==> config.mk <==
export PLATFORM = sky130hd
export DESIGN_NAME = fp_normalize_pack_flat
export DESIGN_NICKNAME = d
export VERILOG_FILES = /design/src/rtl/fp_normalize_pack_pkg.sv /design/src/rtl/fp_normalize_pack_if.sv /design/src/rtl/fp_round_ne.sv /design/src/rtl/fp_normalize_pack.sv /design/src/flat_wrapper.sv
export SDC_FILE = /design/constraint.sdc
export NUM_CORES = 1
export LEC_CHECK = 0
export ABC_AREA = 1
export CAP_MARGIN = 30
export CELL_PAD_IN_SITES_DETAIL_PLACEMENT = 1
export CELL_PAD_IN_SITES_GLOBAL_PLACEMENT = 2
export CORE_MARGIN = 2
export CORE_UTILIZATION = 30
export DETAILED_ROUTE_END_ITERATION = 12
export PLACE_DENSITY = 0.77
export SLEW_MARGIN = 20
export SYNTH_ARGS = -nofsm -noshare
export SYNTH_HDL_FRONTEND = slang
export SYNTH_SLANG_ARGS = --single-unit
export TNS_END_PERCENT = 1
==> constraint.sdc <==
create_clock -name clk -period 5.3 [get_ports clk]
set_clock_uncertainty 0.05 [all_clocks]
set_input_delay 0.795 -clock clk [delete_from_list [all_inputs] [get_ports clk]]
set_output_delay 0.795 -clock clk [all_outputs]
set_load 0.05 [all_outputs]
==> src/rtl/fp_normalize_pack_pkg.sv <==
// Shared definitions for the single-precision normalise/round/pack back end:
// field widths, mantissa bit positions, FSM state encoding and word helpers.
package fp_normalize_pack_pkg;

    localparam int EXP_W     = 8;
    localparam int FRAC_W    = 23;
    localparam int BIAS      = 127;
    localparam int MANT_W    = FRAC_W + 4;      // carry, hidden, fraction, guard, sticky
    localparam int WORD_W    = 1 + EXP_W + FRAC_W;
    localparam int EXP_INT_W = EXP_W + 1;       // one spare bit so exp+1 past 255 is visible
    localparam int KEEP_W    = MANT_W - 2;      // bits [CARRY:LSB] kept after rounding

    // Mantissa bit positions
    localparam int CARRY_BIT  = MANT_W - 1;     // 26
    localparam int HIDDEN_BIT = MANT_W - 2;     // 25
    localparam int FRAC_HI    = HIDDEN_BIT - 1; // 24
    localparam int LSB_BIT    = 2;
    localparam int GUARD_BIT  = 1;
    localparam int STICKY_BIT = 0;

    // Smallest normal unbiased exponent and its biased encoding (1)
    localparam int EMIN = 1 - BIAS;
    localparam logic [EXP_INT_W-1:0] EXP_NORM_MIN = EXP_INT_W'(EMIN + BIAS);

    localparam logic [EXP_W-1:0]  EXP_MAX  = 8'hFF;
    localparam logic [WORD_W-1:0] POS_INF  = 32'h7F80_0000;
    localparam logic [WORD_W-1:0] NEG_ZERO = 32'h8000_0000;

    typedef enum logic [1:0] {
        ST_IDLE  = 2'd0,
        ST_SHIFT = 2'd1,
        ST_ROUND = 2'd2,
        ST_DONE  = 2'd3
    } state_t;

    // Signed infinity
    function automatic logic [WORD_W-1:0] inf_word(input logic sign);
        return POS_INF | {sign, 31'd0};
    endfunction

    // Signed zero
    function automatic logic [WORD_W-1:0] zero_word(input logic sign);
        logic [WORD_W-1:0] w;
        if (sign) begin
            w = NEG_ZERO;
        end else begin
            w = 32'h0000_0000;
        end
        return w;
    endfunction

    // Assemble an IEEE-754 single from its fields
    function automatic logic [WORD_W-1:0] pack_word(input logic sign,
                                                    input logic [EXP_W-1:0] exp_f,
                                                    input logic [FRAC_W-1:0] frac_f);
        return {sign, exp_f, frac_f};
    endfunction

endpackage

==> src/rtl/fp_normalize_pack_if.sv <==
// Producer/consumer handshake bundle for the normalise/pack block.
// slave = the block itself, master = whoever feeds it and drains it.
interface fp_normalize_pack_if;
    import fp_normalize_pack_pkg::*;

    logic                  in_valid;
    logic                  in_ready;
    logic                  in_sign;
    logic [EXP_W-1:0]      in_exp;
    logic [MANT_W-1:0]     in_mant;
    logic                  out_valid;
    logic                  out_ready;
    logic [WORD_W-1:0]     out_result;
    logic                  out_zero;
    logic                  out_inexact;
    logic                  out_overflow;

    modport slave (
        input  in_valid, in_sign, in_exp, in_mant, out_ready,
        output in_ready, out_valid, out_result, out_zero, out_inexact, out_overflow
    );

    modport master (
        output in_valid, in_sign, in_exp, in_mant, out_ready,
        input  in_ready, out_valid, out_result, out_zero, out_inexact, out_overflow
    );

endinterface

==> src/rtl/fp_round_ne.sv <==
// Round-to-nearest-even on a normalised (or subnormal) extended mantissa.
// Purely combinational; handles post-round carry, subnormal promotion and
// overflow detection so the FSM only has to choose what to latch.
module fp_round_ne
    import fp_normalize_pack_pkg::*;
(
    input  logic [MANT_W-1:0]    mant_i,
    input  logic [EXP_INT_W-1:0] exp_i,
    output logic [MANT_W-1:0]    mant_o,
    output logic [EXP_INT_W-1:0] exp_o,
    output logic                 inexact_o,
    output logic                 overflow_o
);

    logic              lsb_s;
    logic              guard_s;
    logic              sticky_s;
    logic              round_up_s;
    logic [KEEP_W-1:0] sum_s;

    // Increment at the lsb when above half or exactly half with odd lsb
    always_comb begin
        lsb_s      = mant_i[LSB_BIT];
        guard_s    = mant_i[GUARD_BIT];
        sticky_s   = mant_i[STICKY_BIT];
        round_up_s = guard_s & (sticky_s | lsb_s);
        inexact_o  = guard_s | sticky_s;
        sum_s      = mant_i[CARRY_BIT:LSB_BIT] + {{(KEEP_W-1){1'b0}}, round_up_s};
        mant_o     = {sum_s, 2'b00};
        exp_o      = exp_i;
        if (sum_s[KEEP_W-1]) begin
            // 1.111..1 + ulp carried out: renormalise
            mant_o = {1'b0, sum_s[KEEP_W-1:1], 2'b00};
            exp_o  = exp_i + {{(EXP_INT_W-1){1'b0}}, 1'b1};
        end else if ((exp_i == {EXP_INT_W{1'b0}}) && sum_s[KEEP_W-2]) begin
            // Largest subnormal rounded up into the smallest normal
            exp_o = EXP_NORM_MIN;
        end else begin
            exp_o = exp_i;
        end
        overflow_o = (exp_o >= {1'b0, EXP_MAX});
    end

endmodule

==> src/rtl/fp_normalize_pack.sv <==
// Iterative normaliser, round-to-nearest-even and IEEE-754 single packer.
// One operation in flight: IDLE -> SHIFT (one shift per cycle) -> ROUND -> DONE.
// out_valid rises one cycle after DONE is entered and holds until accepted.
module fp_normalize_pack
    import fp_normalize_pack_pkg::*;
(
    input  logic                 clk,
    input  logic                 rst,
    fp_normalize_pack_if.slave   bus
);

    state_t                 state_q, state_d;
    logic                   sign_q, sign_d;
    logic [EXP_INT_W-1:0]   exp_q, exp_d;
    logic [MANT_W-1:0]      mant_q, mant_d;
    logic                   inf_q, inf_d;
    logic [WORD_W-1:0]      result_q, result_d;
    logic                   zero_q, zero_d;
    logic                   inexact_q, inexact_d;
    logic                   overflow_q, overflow_d;
    logic                   out_valid_q, out_valid_d;

    logic                   in_ready_s;
    logic [MANT_W-1:0]      rnd_mant_s;
    logic [EXP_INT_W-1:0]   rnd_exp_s;
    logic                   rnd_inexact_s;
    logic                   rnd_overflow_s;

    fp_round_ne u_round (
        .mant_i     (mant_q),
        .exp_i      (exp_q),
        .mant_o     (rnd_mant_s),
        .exp_o      (rnd_exp_s),
        .inexact_o  (rnd_inexact_s),
        .overflow_o (rnd_overflow_s)
    );

    assign in_ready_s       = (state_q == ST_IDLE) && !rst;
    assign bus.in_ready     = in_ready_s;
    assign bus.out_valid    = out_valid_q;
    assign bus.out_result   = result_q;
    assign bus.out_zero     = zero_q;
    assign bus.out_inexact  = inexact_q;
    assign bus.out_overflow = overflow_q;

    // Next-state and datapath: capture, one normalise step, round, hold result
    always_comb begin
        state_d     = state_q;
        sign_d      = sign_q;
        exp_d       = exp_q;
        mant_d      = mant_q;
        inf_d       = inf_q;
        result_d    = result_q;
        zero_d      = zero_q;
        inexact_d   = inexact_q;
        overflow_d  = overflow_q;
        out_valid_d = 1'b0;
        case (state_q)
            ST_IDLE: begin
                if (bus.in_valid && in_ready_s) begin
                    sign_d     = bus.in_sign;
                    exp_d      = {1'b0, bus.in_exp};
                    mant_d     = bus.in_mant;
                    inf_d      = (bus.in_exp == EXP_MAX);
                    result_d   = {WORD_W{1'b0}};
                    zero_d     = 1'b0;
                    inexact_d  = 1'b0;
                    overflow_d = 1'b0;
                    state_d    = ST_SHIFT;
                end else begin
                    state_d = ST_IDLE;
                end
            end
            ST_SHIFT: begin
                if (mant_q == {MANT_W{1'b0}}) begin
                    result_d = zero_word(sign_q);
                    zero_d   = 1'b1;
                    state_d  = ST_DONE;
                end else if (inf_q) begin
                    result_d   = inf_word(sign_q);
                    overflow_d = 1'b1;
                    state_d    = ST_DONE;
                end else if (mant_q[CARRY_BIT]) begin
                    // Fold the bit shifted out into sticky
                    mant_d  = {1'b0, mant_q[CARRY_BIT:LSB_BIT],
                               mant_q[GUARD_BIT] | mant_q[STICKY_BIT]};
                    exp_d   = exp_q + {{(EXP_INT_W-1){1'b0}}, 1'b1};
                    state_d = ST_ROUND;
                end else if (mant_q[HIDDEN_BIT]) begin
                    state_d = ST_ROUND;
                end else if (exp_q <= EXP_NORM_MIN) begin
                    // Cannot shift further without leaving the exponent range
                    exp_d   = {EXP_INT_W{1'b0}};
                    state_d = ST_ROUND;
                end else begin
                    mant_d  = {mant_q[CARRY_BIT-1:0], 1'b0};
                    exp_d   = exp_q - {{(EXP_INT_W-1){1'b0}}, 1'b1};
                    state_d = ST_SHIFT;
                end
            end
            ST_ROUND: begin
                mant_d    = rnd_mant_s;
                exp_d     = rnd_exp_s;
                inexact_d = rnd_inexact_s;
                if (rnd_overflow_s) begin
                    result_d   = inf_word(sign_q);
                    overflow_d = 1'b1;
                end else begin
                    result_d   = pack_word(sign_q, rnd_exp_s[EXP_W-1:0],
                                           rnd_mant_s[FRAC_HI:LSB_BIT]);
                    overflow_d = 1'b0;
                end
                state_d = ST_DONE;
            end
            ST_DONE: begin
                if (out_valid_q && bus.out_ready) begin
                    out_valid_d = 1'b0;
                    state_d     = ST_IDLE;
                end else begin
                    out_valid_d = 1'b1;
                    state_d     = ST_DONE;
                end
            end
            default: begin
                state_d = ST_IDLE;
            end
        endcase
    end

    // State and output registers; synchronous reset aborts any operation
    always_ff @(posedge clk) begin
        if (rst) begin
            state_q     <= ST_IDLE;
            sign_q      <= 1'b0;
            exp_q       <= {EXP_INT_W{1'b0}};
            mant_q      <= {MANT_W{1'b0}};
            inf_q       <= 1'b0;
            result_q    <= {WORD_W{1'b0}};
            zero_q      <= 1'b0;
            inexact_q   <= 1'b0;
            overflow_q  <= 1'b0;
            out_valid_q <= 1'b0;
        end else begin
            state_q     <= state_d;
            sign_q      <= sign_d;
            exp_q       <= exp_d;
            mant_q      <= mant_d;
            inf_q       <= inf_d;
            result_q    <= result_d;
            zero_q      <= zero_d;
            inexact_q   <= inexact_d;
            overflow_q  <= overflow_d;
            out_valid_q <= out_valid_d;
        end
    end

endmodule
==> src/flat_wrapper.sv <==
// flat-port wrapper written by rule: the top's interface ports become plain ports
module fp_normalize_pack_flat import fp_normalize_pack_pkg::*;
  (clk, rst, bus_in_valid, bus_in_sign, bus_in_exp, bus_in_mant, bus_out_ready, bus_in_ready, bus_out_valid, bus_out_result, bus_out_zero, bus_out_inexact, bus_out_overflow);
  fp_normalize_pack_if bus_i ();
  input  logic clk;
  input  logic rst;
  input wire logic [$bits(bus_i.in_valid)-1:0] bus_in_valid;
  input wire logic [$bits(bus_i.in_sign)-1:0] bus_in_sign;
  input wire logic [$bits(bus_i.in_exp)-1:0] bus_in_exp;
  input wire logic [$bits(bus_i.in_mant)-1:0] bus_in_mant;
  input wire logic [$bits(bus_i.out_ready)-1:0] bus_out_ready;
  output wire logic [$bits(bus_i.in_ready)-1:0] bus_in_ready;
  output wire logic [$bits(bus_i.out_valid)-1:0] bus_out_valid;
  output wire logic [$bits(bus_i.out_result)-1:0] bus_out_result;
  output wire logic [$bits(bus_i.out_zero)-1:0] bus_out_zero;
  output wire logic [$bits(bus_i.out_inexact)-1:0] bus_out_inexact;
  output wire logic [$bits(bus_i.out_overflow)-1:0] bus_out_overflow;
  assign bus_i.in_valid = bus_in_valid;
  assign bus_i.in_sign = bus_in_sign;
  assign bus_i.in_exp = bus_in_exp;
  assign bus_i.in_mant = bus_in_mant;
  assign bus_i.out_ready = bus_out_ready;
  assign bus_in_ready = bus_i.in_ready;
  assign bus_out_valid = bus_i.out_valid;
  assign bus_out_result = bus_i.out_result;
  assign bus_out_zero = bus_i.out_zero;
  assign bus_out_inexact = bus_i.out_inexact;
  assign bus_out_overflow = bus_i.out_overflow;
  fp_normalize_pack u_core (.clk(clk), .rst(rst), .bus(bus_i));
endmodule
== Word-level counts from Yosys, hierarchy flattened ==
Cells that the tools add are included.

* Register bits after elaboration: 76
* Bits in latches: 0
* RAM bits: 0
* ROM bits: 0
* Input bits: 40
* Memories: 0

* Add/subtract/negate cells: 3
* Multiply operators: 0
* Div/mod/pow operators: 0
* Magnitude comparators: 2
* Eq/ne operators: 12
* Shifts and indexed selects: 0
* Muxes and demuxes: 40
* Bitwise operators: 4
* Reductions and logical operators: 20

{| class="wikitable"
|+ Operators with widths
! cell !! count
|-
| $mux 27 || 5
|-
| $mux 32 || 4
|-
| $pmux 32 s3 || 1
|-
| $pmux 27 s3 || 1
|-
| $mux 9 || 8
|-
| $mux 26 || 2
|-
| $mux 31 || 1
|-
| $logic_not 27->1 || 1
|-
| $pmux 9 s3 || 1
|-
| $add 25x1->25 || 1
|-
| $mux 2 || 6
|-
| $add 9x1->9 const B || 1
|-
| $ge 9x8->1 const B || 1
|-
| $le 9x1->1 const B || 1
|-
| $logic_not 9->1 || 1
|-
| $sub 9x1->9 const B || 1
|-
| $eq 8x8->1 const B || 1
|-
| $pmux 2 s4 || 1
|-
| $reduce_and 4->1 || 2
|-
| $mux 1 || 7
|-
| $ne 2x2->1 const B || 3
|-
| $ne 3x2->1 const B || 2
|-
| $reduce_and 3->1 || 2
|-
| $reduce_and 6->1 || 1
|-
| 17 further kinds || 26
|}

== Logic depth before layout (Yosys ltp) ==
Gate-level depths: netlist of the first run.

* Depth after elaboration: 9
* Depth in mapped cells: 21

== By module ==
From an unflattened synthesis of the first run, not the netlist that was laid out.

* Cells, all modules: 975
* Area, all modules: 5860.6 um^2

{| class="wikitable"
|+ By module, submodules not included
! module !! times used !! cells each !! area an instance (um^2) !! sequential area each (um^2)
|-
| fp_normalize_pack || 1 || 732 || 4601.9 || 1521.5
|-
| fp_round_ne || 1 || 243 || 1258.7 || 0.0
|}

== Worst setup path after synthesis of the first run ==
OpenSTA, ideal clock, no wires.

* Kind: in2reg
* From: input port rst
* To: register u_core.mant_q[18]
* Library setup time: 0.122 ns
* Arrival: 2.950 ns
* Required time: 5.128 ns
* Slack: 2.178 ns
* Stages on the path: 12
* Cell sequence: nor2_1 -> nand2_1 -> inv_1 -> nor2_1 -> nor2_1 -> nand3_1 -> inv_1 -> nand2_1 -> inv_1 -> clkbuf_1 -> buf_2 -> a21oi_1

* Longest elaborated chain between the ends: 5

{| class="wikitable"
|+ Ends and longest elaborated chain
! what !! line !! text
|-
| start: declaration || flat_wrapper.sv:6 || <nowiki>input logic rst;</nowiki>
|-
| $logic_not 1->1 || fp_normalize_pack.sv:38 || <nowiki>assign in_ready_s = (state_q == ST_IDLE) && !rst;</nowiki>
|-
| $logic_and 1x1->1 || fp_normalize_pack.sv:38 ||
|-
| $logic_and 1x1->1 || fp_normalize_pack.sv:60 || <nowiki>if (bus.in_valid && in_ready_s) begin</nowiki>
|-
| $ne 2x2->1 (no source line) || -- ||
|-
| $reduce_and 6->1 (no source line) || -- ||
|-
| end signal: assignment || fp_normalize_pack.sv:136 || <nowiki>mant_q <= {MANT_W{1'b0}};</nowiki>
|-
| end signal: assignment || fp_normalize_pack.sv:147 || <nowiki>mant_q <= mant_d;</nowiki>
|-
| end: declaration || fp_normalize_pack.sv:15 || <nowiki>logic [MANT_W-1:0] mant_q, mant_d;</nowiki>
|}

Parallel ways exist; a longest one is shown, timed or not.
A chain may end at the register's enable or synchronous reset.

== Worst setup path in the final report of the first run ==
* From: register u_core.mant_q[2]
* To: register u_core.result_q[2] (netlist: u_core.bus.out_result[2])

* Longest elaborated chain between the ends: 9

{| class="wikitable"
|+ Ends and longest elaborated chain
! what !! line !! text
|-
| $or 1x1->1 || fp_round_ne.sv:26 || <nowiki>round_up_s = guard_s & (sticky_s | lsb_s);</nowiki>
|-
| $and 1x1->1 || fp_round_ne.sv:26 ||
|-
| $add 25x1->25 || fp_round_ne.sv:28 || <nowiki>sum_s = mant_i[CARRY_BIT:LSB_BIT] + {{(KEEP_W-1){1'b0}}, round_up_s};</nowiki>
|-
| $logic_and 1x1->1 || fp_round_ne.sv:35 || <nowiki>end else if ((exp_i == {EXP_INT_W{1'b0}}) && sum_s[KEEP_W-2]) begin</nowiki>
|-
| $mux 9 || fp_round_ne.sv:35 ||
|-
| $mux 9 || fp_round_ne.sv:31 || <nowiki>if (sum_s[KEEP_W-1]) begin</nowiki>
|-
| $ge 9x8->1 || fp_round_ne.sv:41 || <nowiki>overflow_o = (exp_o >= {1'b0, EXP_MAX});</nowiki>
|-
| $mux 31 || fp_normalize_pack.sv:105 || <nowiki>if (rnd_overflow_s) begin</nowiki>
|-
| $pmux 32 s3 || fp_normalize_pack.sv:58 || <nowiki>case (state_q)</nowiki>
|-
| end signal: assignment || fp_normalize_pack.sv:138 || <nowiki>result_q <= {WORD_W{1'b0}};</nowiki>
|-
| end signal: assignment || fp_normalize_pack.sv:149 || <nowiki>result_q <= result_d;</nowiki>
|-
| end: declaration || fp_normalize_pack.sv:17 || <nowiki>logic [WORD_W-1:0] result_q, result_d;</nowiki>
|}

Parallel ways exist; a longest one is shown, timed or not.

==> key figures, run 1 <==
Run status
  • Status: complete, no violations

Clock tree
  • Setup Buffers After CTS: 0
  • Hold-fix buffers, CTS: 0
  • CTS H-tree depth: 3
  • CTS Root Cell: clkbuf_16
  • CTS Buf Count: 9
  • Clock Sinks: 76
  • CTS clk-pin slew, worst paths: 0.07 ns
  • Clock Latency Late Sink: 0.36 ns
  • Maximum buffer depth of the clock tree: 2
  • TritonCTS clock tree: done
  • PostCTS Resize Cnt: 0

Flow run
  • MaxCap Viol Count: 0

Placed design
  • Port bufs: 76
  • DP Cell Count: 1096
  • Post-placement setup slack: 1.42 ns
  • RePlAce Congestion: between 0.8 and 0.9
  • Dpl cell area: 6310 sq um
  • DP HPWL: 14300 um

Global routing
  • Initial antenna violation count: 0
  • First-pass GRT wire length: 31000 um
  • Largest net degree at the start of global routing: 62
  • Gr ovfl total: 0
  • Vias in the first global route: between 5000 and 6000
  • GR Util All Layers: roughly a fifth

Floorplan
  • Core region area: 18000 sq um
  • # IOs: 77
  • Cell Rows: between 40 and 50
  • Die area: between 15000 and 20000 sq um
  • Starting Density: between 30% and 40%
  • Vert. Die Dim: 140 um
  • Chip Width: 140 um

Layout
  • Area delta synth->final: 20.2%
  • Filler cells: between 2000 and 2500
  • Final nets: 930
  • Commonest non-fill, non-tap cell in the layout: nand2_1
  • Most frequent cells in the layout: nand2_1, inv_1, dfxtp_1
  • Final instance area: 6660 sq um
  • Multi-input gate area: 3410 sq um
  • # diodes: 0
  • Non-Filler Instances: 1114
  • FF/Latch Area: between 1500 and 2000 sq um
  • Share of layout cells above drive strength 1: between 9 and 10%
  • Finished Core Util: 36.9%

Timing
  • Final hold slack: 0.415 ns
  • Final Hold Fails: 0
  • RSZ-0062 raised after global routing: no
  • Setup TNS: 0 ns
  • Tcrit/Tclk final: roughly three quarters
  • Minimum clock period: 3.90 ns
  • Final Setup Violations: 0
  • FMAX: 256 MHz
  • Fin. max-slew vios: 0
  • Worst Tran Pin Value: 0.840 ns
  • Max-slew headroom: 44.0%
  • Setup ws final: 1.40 ns

Power
  • Power per cell area: 245 nW/um^2
  • Total power: ~1.6 mW
  • Max VDD drop: 0.000157 V
  • Leak pwr: 2.86 nW

Logic synthesis
  • Netlist cell types: 43
  • Largest family of logic cells by synthesized area: simple AND/OR/NAND/NOR gates
  • XOR/XNOR Fraction of Synth Area: around 4.9%
  • Mapped Area: 5540 sq um
  • Async SR Flop Fraction: 0%
  • Post-synth EDFFs: 0
  • Post-synthesis sequential area ratio: 27.5%
  • Simple-gate share of the synthesized area: between 30% and 40%
  • Post-Synthesis Cells: 848
  • Multiplexer share of the synthesized area: 0%
  • Most used DFF post-synth: dfxtp_1
  • Adder-Cell Fraction of Synth Area: between 2 and 2.5%
  • Synth Warn #: 0
  • Yosys reg bits: 76
  • Syn nets: ~900
  • Avg Inst Size Synth: 6.53 sq um
  • Complex-gate fraction of the synthesized area: 19.6%

Worst hold path
  • Hold crit path type: flip-flop to flip-flop
  • Hold Crit Depth: 2

Routing
  • Via density: 5.13
  • Final WL: 19300 um
  • 1st-pass router iterations: 4
  • Post-route ant nets: 0
  • Number of DRC markers in iteration 0: a little under 300
  • DR WL/cell: approximately 17 um
  • Post-route DRC: 0
  • Vias post-DR: 5718

Critical path
  • Crit Path Class: flip-flop to flip-flop
  • Crit path DAT: 4.13 ns
  • Crit end category: flip-flop
  • Reg2reg path depth: 18
  • Crit path launch type: flip-flop
  • CP required: about 5.5 ns
  • Worst-path maximum fanout: 36
[critical path, stage by stage, from the launching register on]
cell,delay (ns)
dfxtp_1,0.45
nor2_1,0.07
nor2_1,0.11
ha_1,0.18
ha_1,0.21
nand2_1,0.13
nor3_4,0.35
nand2_1,0.11
nand2_2,0.10
nand2_4,0.24
inv_2,0.47
nand2_1,0.14
nand3_1,0.12
nor2_1,0.05
nand2_2,0.08
nand2_4,0.08
nor2_8,0.59
nand2_1,0.13
a21oi_1,0.16
[state kept, by name (all words and copies together) (netlist names)]
| register | cells |
|---|---|
| u_core.bus.out_result | 32 |
| u_core.bus.out_zero | 1 |
| u_core.exp_q | 9 |
| u_core.state_q | 2 |
| u_core.mant_q | 27 |
| u_core.inf_q | 1 |
| u_core.sign_q | 1 |
| u_core.bus.out_overflow | 1 |
| u_core.bus.out_inexact | 1 |
| u_core.bus.out_valid | 1 |
[routing by layer]
| layer | global-route usage (%) | part of all wire [%] | vias up |
|---|---|---|---|
| met4 | 5.37 | 1.2 | 0 |
| met5 | 0 | 0 | - |
| li1 | - | - | 2842 |
| met2 | 30.1 | 42 | 133 |
| met1 | 29.6 | 53 | 2728 |
| met3 | 2.39 | 4.1 | 15 |
[cells by family after synthesis]
family | after synthesis
AO/OA/AOI/OAI | 181
XOR/XNOR | 31
flip-flops | 76
buffers and inverters | 142
adder cells (fa/ha/maj) | 10
AND/OR/NAND/NOR | 408
[power breakdown]
part | leakage, nW | switching [mW] | internal (mW) | total, mW
registers | 0.619 | 0.0560 | 0.597 | 0.653
clock network | 0.145 | 0.300 | 0.373 | 0.673
logic | 2.10 | 0.195 | 0.112 | 0.306
[cell type report]
cell class	count	area share [%]
inverter	80	4.51
timing repair buffer	83	12.6
sequential	76	22.8
tap	229	4.30
clock buffer	9	3.38
clock inverter	7	1.24
multi-input combinational	630	51.2
[path summary, 6_finish.rpt]
path	start	end	slack (ns)
worst max-delay path	u_core.mant_q[2]	u_core.bus.out_result[2]	1.40
worst max register to register	u_core.mant_q[2]	u_core.bus.out_result[2]	1.40
worst min register to register	u_core.bus.out_result[0]	u_core.bus.out_result[0]	0.42
worst min-delay path	u_core.bus.out_result[0]	u_core.bus.out_result[0]	0.42
[cell usage after synthesis (3+ instances only)]
| library cell | count | area share (%) |
|---|---|---|
| a211oi_1 | 3 | 0.41 |
| a21oi_1 | 55 | 5.0 |
| a21oi_2 | 20 | 3.2 |
| a22oi_1 | 15 | 2.0 |
| buf_1 | 4 | 0.27 |
| buf_2 | 16 | 1.4 |
| buf_4 | 4 | 0.54 |
| clkbuf_1 | 34 | 2.3 |
| dfxtp_1 | 76 | 27 |
| ha_1 | 10 | 2.3 |
| inv_1 | 76 | 5.1 |
| nand2_1 | 223 | 15 |
| nand2_2 | 7 | 0.79 |
| nand2_4 | 22 | 4.5 |
| nand3_1 | 70 | 6.3 |
| nand4_1 | 11 | 1.2 |
| nor2_1 | 48 | 3.3 |
| nor3_1 | 11 | 0.99 |
| nor4_1 | 5 | 0.56 |
| o2111ai_1 | 6 | 0.95 |
| o211ai_1 | 9 | 1.2 |
| o21ai_0 | 63 | 5.7 |
| o21ai_1 | 3 | 0.27 |
| or2_2 | 3 | 0.34 |
| xnor2_1 | 7 | 1.1 |
| xor2_1 | 24 | 3.8 |
(Power assumes the default switching activity.)
==> run 2: changes to the inputs <==
==> constraint.sdc (replaced) <==
create_clock -name clk -period 3.75 [get_ports clk]
set_clock_uncertainty 0.05 [all_clocks]
set_input_delay 0.5625 -clock clk [delete_from_list [all_inputs] [get_ports clk]]
set_output_delay 0.5625 -clock clk [all_outputs]
set_load 0.05 [all_outputs]
==> key figures, run 2 (synthesized netlist as in run 1, its figures left out) <==
Run status
  • Status: complete, no violations

Power
  • Switch share: 32.1%
  • Leak pwr: 2.90 nW
  • Net Switching: 0.766 mW
  • Max VDD drop: 0.000221 V
  • Total power: 2.38 mW
  • Sequential power share: 38.7%
  • Power Internal: 1.62 mW
  • Logic pwr share: 18.5%
  • Clk pwr share: between 40% and 50%
  • Power per cell area: 354 nW/um^2

Placed design
  • Port bufs: 76
  • RePlAce Congestion: 0.851
  • Dpl cell area: between 6000 and 7000 sq um
  • DP HPWL: 14700 um

Timing
  • RSZ-0062 raised after global routing: no
  • FMAX: 319 MHz
  • Final Setup Violations: 0
  • Final hold slack: between 0.4 and 0.5 ns
  • Setup TNS: 0 ns
  • Fin. max-slew vios: 0
  • Worst Tran Pin Value: 0.777 ns
  • Tcrit/Tclk final: 83.6%
  • Final Hold Fails: 0
  • Minimum clock period: 3.13 ns
  • Max-slew headroom: 48.2%

Clock tree
  • TritonCTS clock tree: done
  • Maximum buffer depth of the clock tree: 2
  • Hold-fix buffers, CTS: 0
  • CTS Buf Count: 9
  • Setup Buffers After CTS: 0
  • Clock Latency Late Sink: 0.35 ns
  • CTS clk-pin slew, worst paths: 0.07 ns
  • PostCTS Resize Cnt: 0
  • CTS H-tree depth: 3
  • Clock Sinks: 76
  • CTS Root Cell: clkbuf_16

Layout
  • Share of layout cells above drive strength 1: 9.91%
  • Multi-input gate area: ~3400 sq um
  • Final instance area: 6730 sq um
  • # diodes: 0
  • Area delta synth->final: 21.5%
  • Finished Core Util: 37.3%
  • FF/Latch Area: 1520 sq um
  • Final nets: 933
  • Commonest non-fill, non-tap cell in the layout: nand2_1
  • Filler cells: ~2300
  • Number of flip-flops in the largest register: 32
  • Most frequent cells in the layout: nand2_1, inv_1, dfxtp_1

Routing
  • Final WL: between 15000 and 20000 um
  • DR WL/cell: 17.3 um
  • Number of DRC markers in iteration 0: about 350
  • Metal3 WL: 847 um
  • Metal2 WL: 8190 um
  • Vias post-DR: between 5000 and 6000
  • Post-route DRC: 0
  • Via density: a little over 5
  • WL met1: 10100 um
  • Top Layer Used: met4
  • 1st-pass router iterations: 5
  • Post-route ant nets: 0

Critical path
  • Worst Path Buf+Inv: 2
  • Crit end category: flip-flop
  • Crit-path leading delay family: simple AND/OR/NAND/NOR gates
  • CP max-delay cell: dfxtp_1
  • Worst-path maximum fanout: 19
  • Crit-path cells: nor2_1 -> nor2_1 -> ha_1 -> ha_1 -> nand2_1 -> nor3_4 -> nand2_1 -> nand2_2 -> nand2_4 -> inv_2 -> nand2_1 -> nand3_1 -> nor2_1 -> nand2_2 -> nand2_4 -> nor2_8 -> buf_12 -> nand2_1 -> a21oi_1
  • CP required: 3.97 ns
  • Crit path launch type: flip-flop
  • Crit Path Class: flip-flop to flip-flop
  • Crit path DAT: 3.36 ns
  • CP most frequent cell: nand2_1
  • Worst path max stage delay: 0.43 ns

Floorplan
  • Cell Rows: 49
  • # IOs: slightly below 80
  • Starting Density: between 30% and 40%
  • Die area: 19600 sq um
  • Chip Width: 140 um
  • Core region area: 18000 sq um
  • Vert. Die Dim: 140 um

Global routing
  • Largest net degree at the start of global routing: 50
  • GR Util All Layers: between 15 and 20%
  • Gr ovfl total: 0
  • Vias in the first global route: 5722
  • First-pass GRT wire length: 31200 um
  • Initial antenna violation count: 0

Worst hold path
  • Hold crit path type: flip-flop to flip-flop

Flow run
  • MaxCap Viol Count: 0
==> run 2: cell types whose count changed in the layout (fill, tap and decap cells not counted), sizes merged <==
cell / before / now
clkinv: 3 / 2
clkbuf: 9 / 10
buf: 8 / 11
clkinvlp: 2 / 1
bufinv: 1 / 2
==> run 2: path summary, 6_finish.rpt <==
check        slack (ns)  cells after the start                   endpoint                 startpoint
min reg2reg        0.42                      2  u_core.bus.out_result[24]  u_core.bus.out_result[24]
max reg2reg        0.62                     19   u_core.bus.out_result[2]           u_core.mant_q[2]
min                0.42                      2  u_core.bus.out_result[24]  u_core.bus.out_result[24]
max                0.62                     19   u_core.bus.out_result[2]           u_core.mant_q[2]
==> run 2: power by group through the flow <==
stage          Combinational (mW)  Clock (mW)  Sequential (mW)
6_report                    0.440        1.02            0.922
5_1_grt                     0.493        1.08            0.932
4_1_cts                     0.431        1.04            0.922
3_5_place_dp                0.429           0            0.940
3_3_place_gp                0.418           0            0.940
2_1_floorplan               0.347           0            0.882
==> run 2: cell type report <==
cell class,instances,share of cell area (%)
Clock inverter,6,1.39
Sequential cell,76,22.6
Clock buffer,10,3.55
Multi-Input combinational cell,630,50.6
Timing Repair Buffer,86,13.1
Inverter,80,4.46
Tap cell,229,4.26
==> run 2: worst min-delay path, stage by stage, from the launching register on <==
cell	delay, ns
dfxtp_1	0.31
nand2_1	0.06
a21oi_1	0.05
==> run 2: metrics by stage <==
| stage | setup slack [ns] | instances |
|---|---|---|
| 6_report | 0.616 | 1117 |
| 5_1_grt | 0.295 | 1117 |
| 4_1_cts | 0.584 | 1115 |
| 3_5_place_dp | 0.633 | 1099 |
| 3_3_place_gp | 0.770 | 1099 |
| 2_1_floorplan | 0.808 | 848 |
==> run 2: routing by layer <==
metal | track usage [%] | vias to the layer above
li1 | - | 2851
met1 | 30.3 | 2705
met2 | 29.4 | 121
met3 | 2.97 | 15
met4 | 4.89 | 0
met5 | 0 | -
==> run 3: changes to the inputs <==
--- a/config.mk
+++ b/config.mk
@@ -10,9 +10,9 @@
 export CELL_PAD_IN_SITES_DETAIL_PLACEMENT = 1
 export CELL_PAD_IN_SITES_GLOBAL_PLACEMENT = 2
 export CORE_MARGIN = 2
-export CORE_UTILIZATION = 30
+export CORE_UTILIZATION = 27
 export DETAILED_ROUTE_END_ITERATION = 12
-export PLACE_DENSITY = 0.77
+export PLACE_DENSITY = 0.73
 export SLEW_MARGIN = 20
 export SYNTH_ARGS = -nofsm -noshare
 export SYNTH_HDL_FRONTEND = slang
==> constraint.sdc (replaced) <==
create_clock -name clk -period 2.65 [get_ports clk]
set_clock_uncertainty 0.05 [all_clocks]
set_input_delay 0.3975 -clock clk [delete_from_list [all_inputs] [get_ports clk]]
set_output_delay 0.3975 -clock clk [all_outputs]
set_load 0.05 [all_outputs]
==> key figures, run 3 (synthesized netlist as in run 1, its figures left out) <==
Timing
  • Max-slew headroom: 55.3%
  • Fin. max-slew vios: 0
  • Tcrit/Tclk final: 102%
  • Final Setup Violations: 21
  • Setup TNS: -0.630 ns
  • FMAX: between 300 and 400 MHz
  • RSZ-0062 raised after global routing: yes
  • Final hold slack: 0.413 ns
  • Worst Tran Pin Value: between 0.6 and 0.7 ns
  • Minimum clock period: 2.70 ns
  • Setup ws final: -0.0500 ns
  • Final Hold Fails: 0

Clock tree
  • CTS Buf Count: 9
  • CTS H-tree depth: 3
  • CTS clk-pin slew, worst paths: ~0.07 ns
  • TritonCTS clock tree: done
  • Clock Sinks: between 70 and 80
  • Maximum buffer depth of the clock tree: 2
  • CTS Root Cell: clkbuf_16
  • Clock Latency Late Sink: between 0.3 and 0.4 ns

Critical path
  • Crit Path Class: flip-flop to flip-flop
  • CP max-delay cell: dfxtp_2
  • Crit-path cells: nor2_1 -> nor2_1 -> ha_2 -> ha_4 -> nand2_4 -> nor3_4 -> nand2_2 -> nand2_4 -> nand2_8 -> buf_6 -> o21ai_2 -> nand2_1 -> nor2_1 -> nand2_2 -> nand2_4 -> nor2_8 -> clkbuf_16 -> nand2_4 -> a21oi_2
  • Crit end category: flip-flop
  • CP required: between 2 and 3 ns
  • Crit-path leading delay family: simple AND/OR/NAND/NOR gates
  • Crit path launch type: flip-flop
  • Worst path max stage delay: between 0.3 and 0.4 ns
  • Crit path DAT: 2.86 ns
  • CP most frequent cell: nand2_4
  • Worst Path Buf+Inv: 2
  • Worst-path maximum fanout: 7

Placed design
  • Port bufs: 76
  • DP Cell Count: 1208
  • Dpl cell area: 6950 sq um
  • RePlAce Congestion: 0.881
  • Post-placement setup slack: -0.0160 ns
  • DP HPWL: 15600 um

Run status
  • Failing checks: setup timing
  • Status: finished with violations

Floorplan
  • Vert. Die Dim: 147 um
  • Core region area: 20200 sq um
  • Starting Density: between 20% and 30%
  • Die area: 21700 sq um
  • Cell Rows: between 50 and 60
  • Chip Width: roughly 150 um
  • # IOs: 77

Power
  • Leak pwr: 3.31 nW
  • Total power: 3.49 mW
  • Power per cell area: 467 nW/um^2
  • Max VDD drop: approximately 0.00028 V

Layout
  • Final nets: 1002
  • Final instance area: around 7500 sq um
  • Non-Filler Instances: 1227
  • Number of flip-flops in the largest register: 32
  • Finished Core Util: 37.1%
  • Most frequent cells in the layout: nand2_1, inv_1, clkdlybuf4s50_1
  • Commonest non-fill, non-tap cell in the layout: nand2_1
  • Area delta synth->final: 35.0%
  • # diodes: 0
  • Share of layout cells above drive strength 1: 18.7%

Global routing
  • Met1 GRT Util: 29.5%
  • Gr ovfl total: 0
  • Busiest layer in global routing: met1
  • Met2 global-route usage: 26.7%
  • First-pass GRT wire length: about 32000 um
  • Initial antenna violation count: 0
  • Met3 usage: 1.99%
  • GR Util All Layers: 18.7%
  • Largest net degree at the start of global routing: 48
  • Vias in the first global route: 5810

Routing
  • Via density: roughly 4.8
  • DR WL/cell: 16.4 um
  • Number of DRC markers in iteration 0: 317
  • Post-route DRC: 0
  • Post-route ant nets: 0
  • Final WL: 20100 um
  • 1st-pass router iterations: 4
  • Vias post-DR: about 5800

Flow run
  • MaxCap Viol Count: 0

Worst hold path
  • Hold crit path type: flip-flop to flip-flop
run 3: cell types whose count changed in the layout (fill, tap and decap cells not counted), sizes merged:
cell / change
nand2: +1
buf: +67
clkinv: +2
clkinvlp: -1
run 3: worst paths after layout:
path / cells after the start / to / slack, ns / start
min reg2reg: 2 / u_core.bus.out_result[1] / 0.41 / u_core.bus.out_result[1]
max reg2reg: 19 / u_core.bus.out_result[15] / -0.05 / u_core.mant_q[2]
max: 19 / u_core.bus.out_result[15] / -0.05 / u_core.mant_q[2]
min: 2 / u_core.bus.out_result[1] / 0.41 / u_core.bus.out_result[1]
run 3: per-layer routing:
layer | share of wire (%) | routed length [um]
met1 | 54 | 11000
met2 | 41 | 8260
met5 | 0 | 0
met3 | 3.4 | 692
met4 | 1.0 | 207
run 3: worst reg2reg max path, stage by stage (launching register included):
cell and delay [ns]:
dfxtp_2 0.34, nor2_1 0.04, nor2_1 0.11, ha_2 0.21, ha_4 0.15, nand2_4 0.06
nor3_4 0.27, nand2_2 0.10, nand2_4 0.13, nand2_8 0.08, buf_6 0.13, o21ai_2 0.13
nand2_1 0.08, nor2_1 0.14, nand2_2 0.09, nand2_4 0.10, nor2_8 0.07, clkbuf_16 0.19
nand2_4 0.06, a21oi_2 0.04
run 3: final cells by class:
class | instances | area, sq um
Timing Repair Buffer | 154 | 1440
Fill cell | 2572 | 12700
Tap cell | 270 | 338
Clock buffer | 9 | 225
Inverter | 80 | 303
Clock inverter | 7 | 106
Sequential cell | 76 | 1520
Multi-Input combinational cell | 631 | 3550
run 3: timing repair:
| action | 4_1_cts | 5_1_grt |
|---|---|---|
| endpoints found under the setup margin | 31 | 54 |
| cloned | 0 | 2 |
| resized for setup | 1 | 39 |
| pin swaps | 1 | 15 |
| setup buffers | 0 | 1 |
| hold buffers | 0 | 0 |
| endpoints found under the hold margin | 0 | 0 |
run 3: report_power, final:
part	switching, mW	leakage, nW	internal (mW)
sequential	0.0796	0.620	1.20
clock	0.586	0.163	0.843
combinational	0.458	2.52	0.333
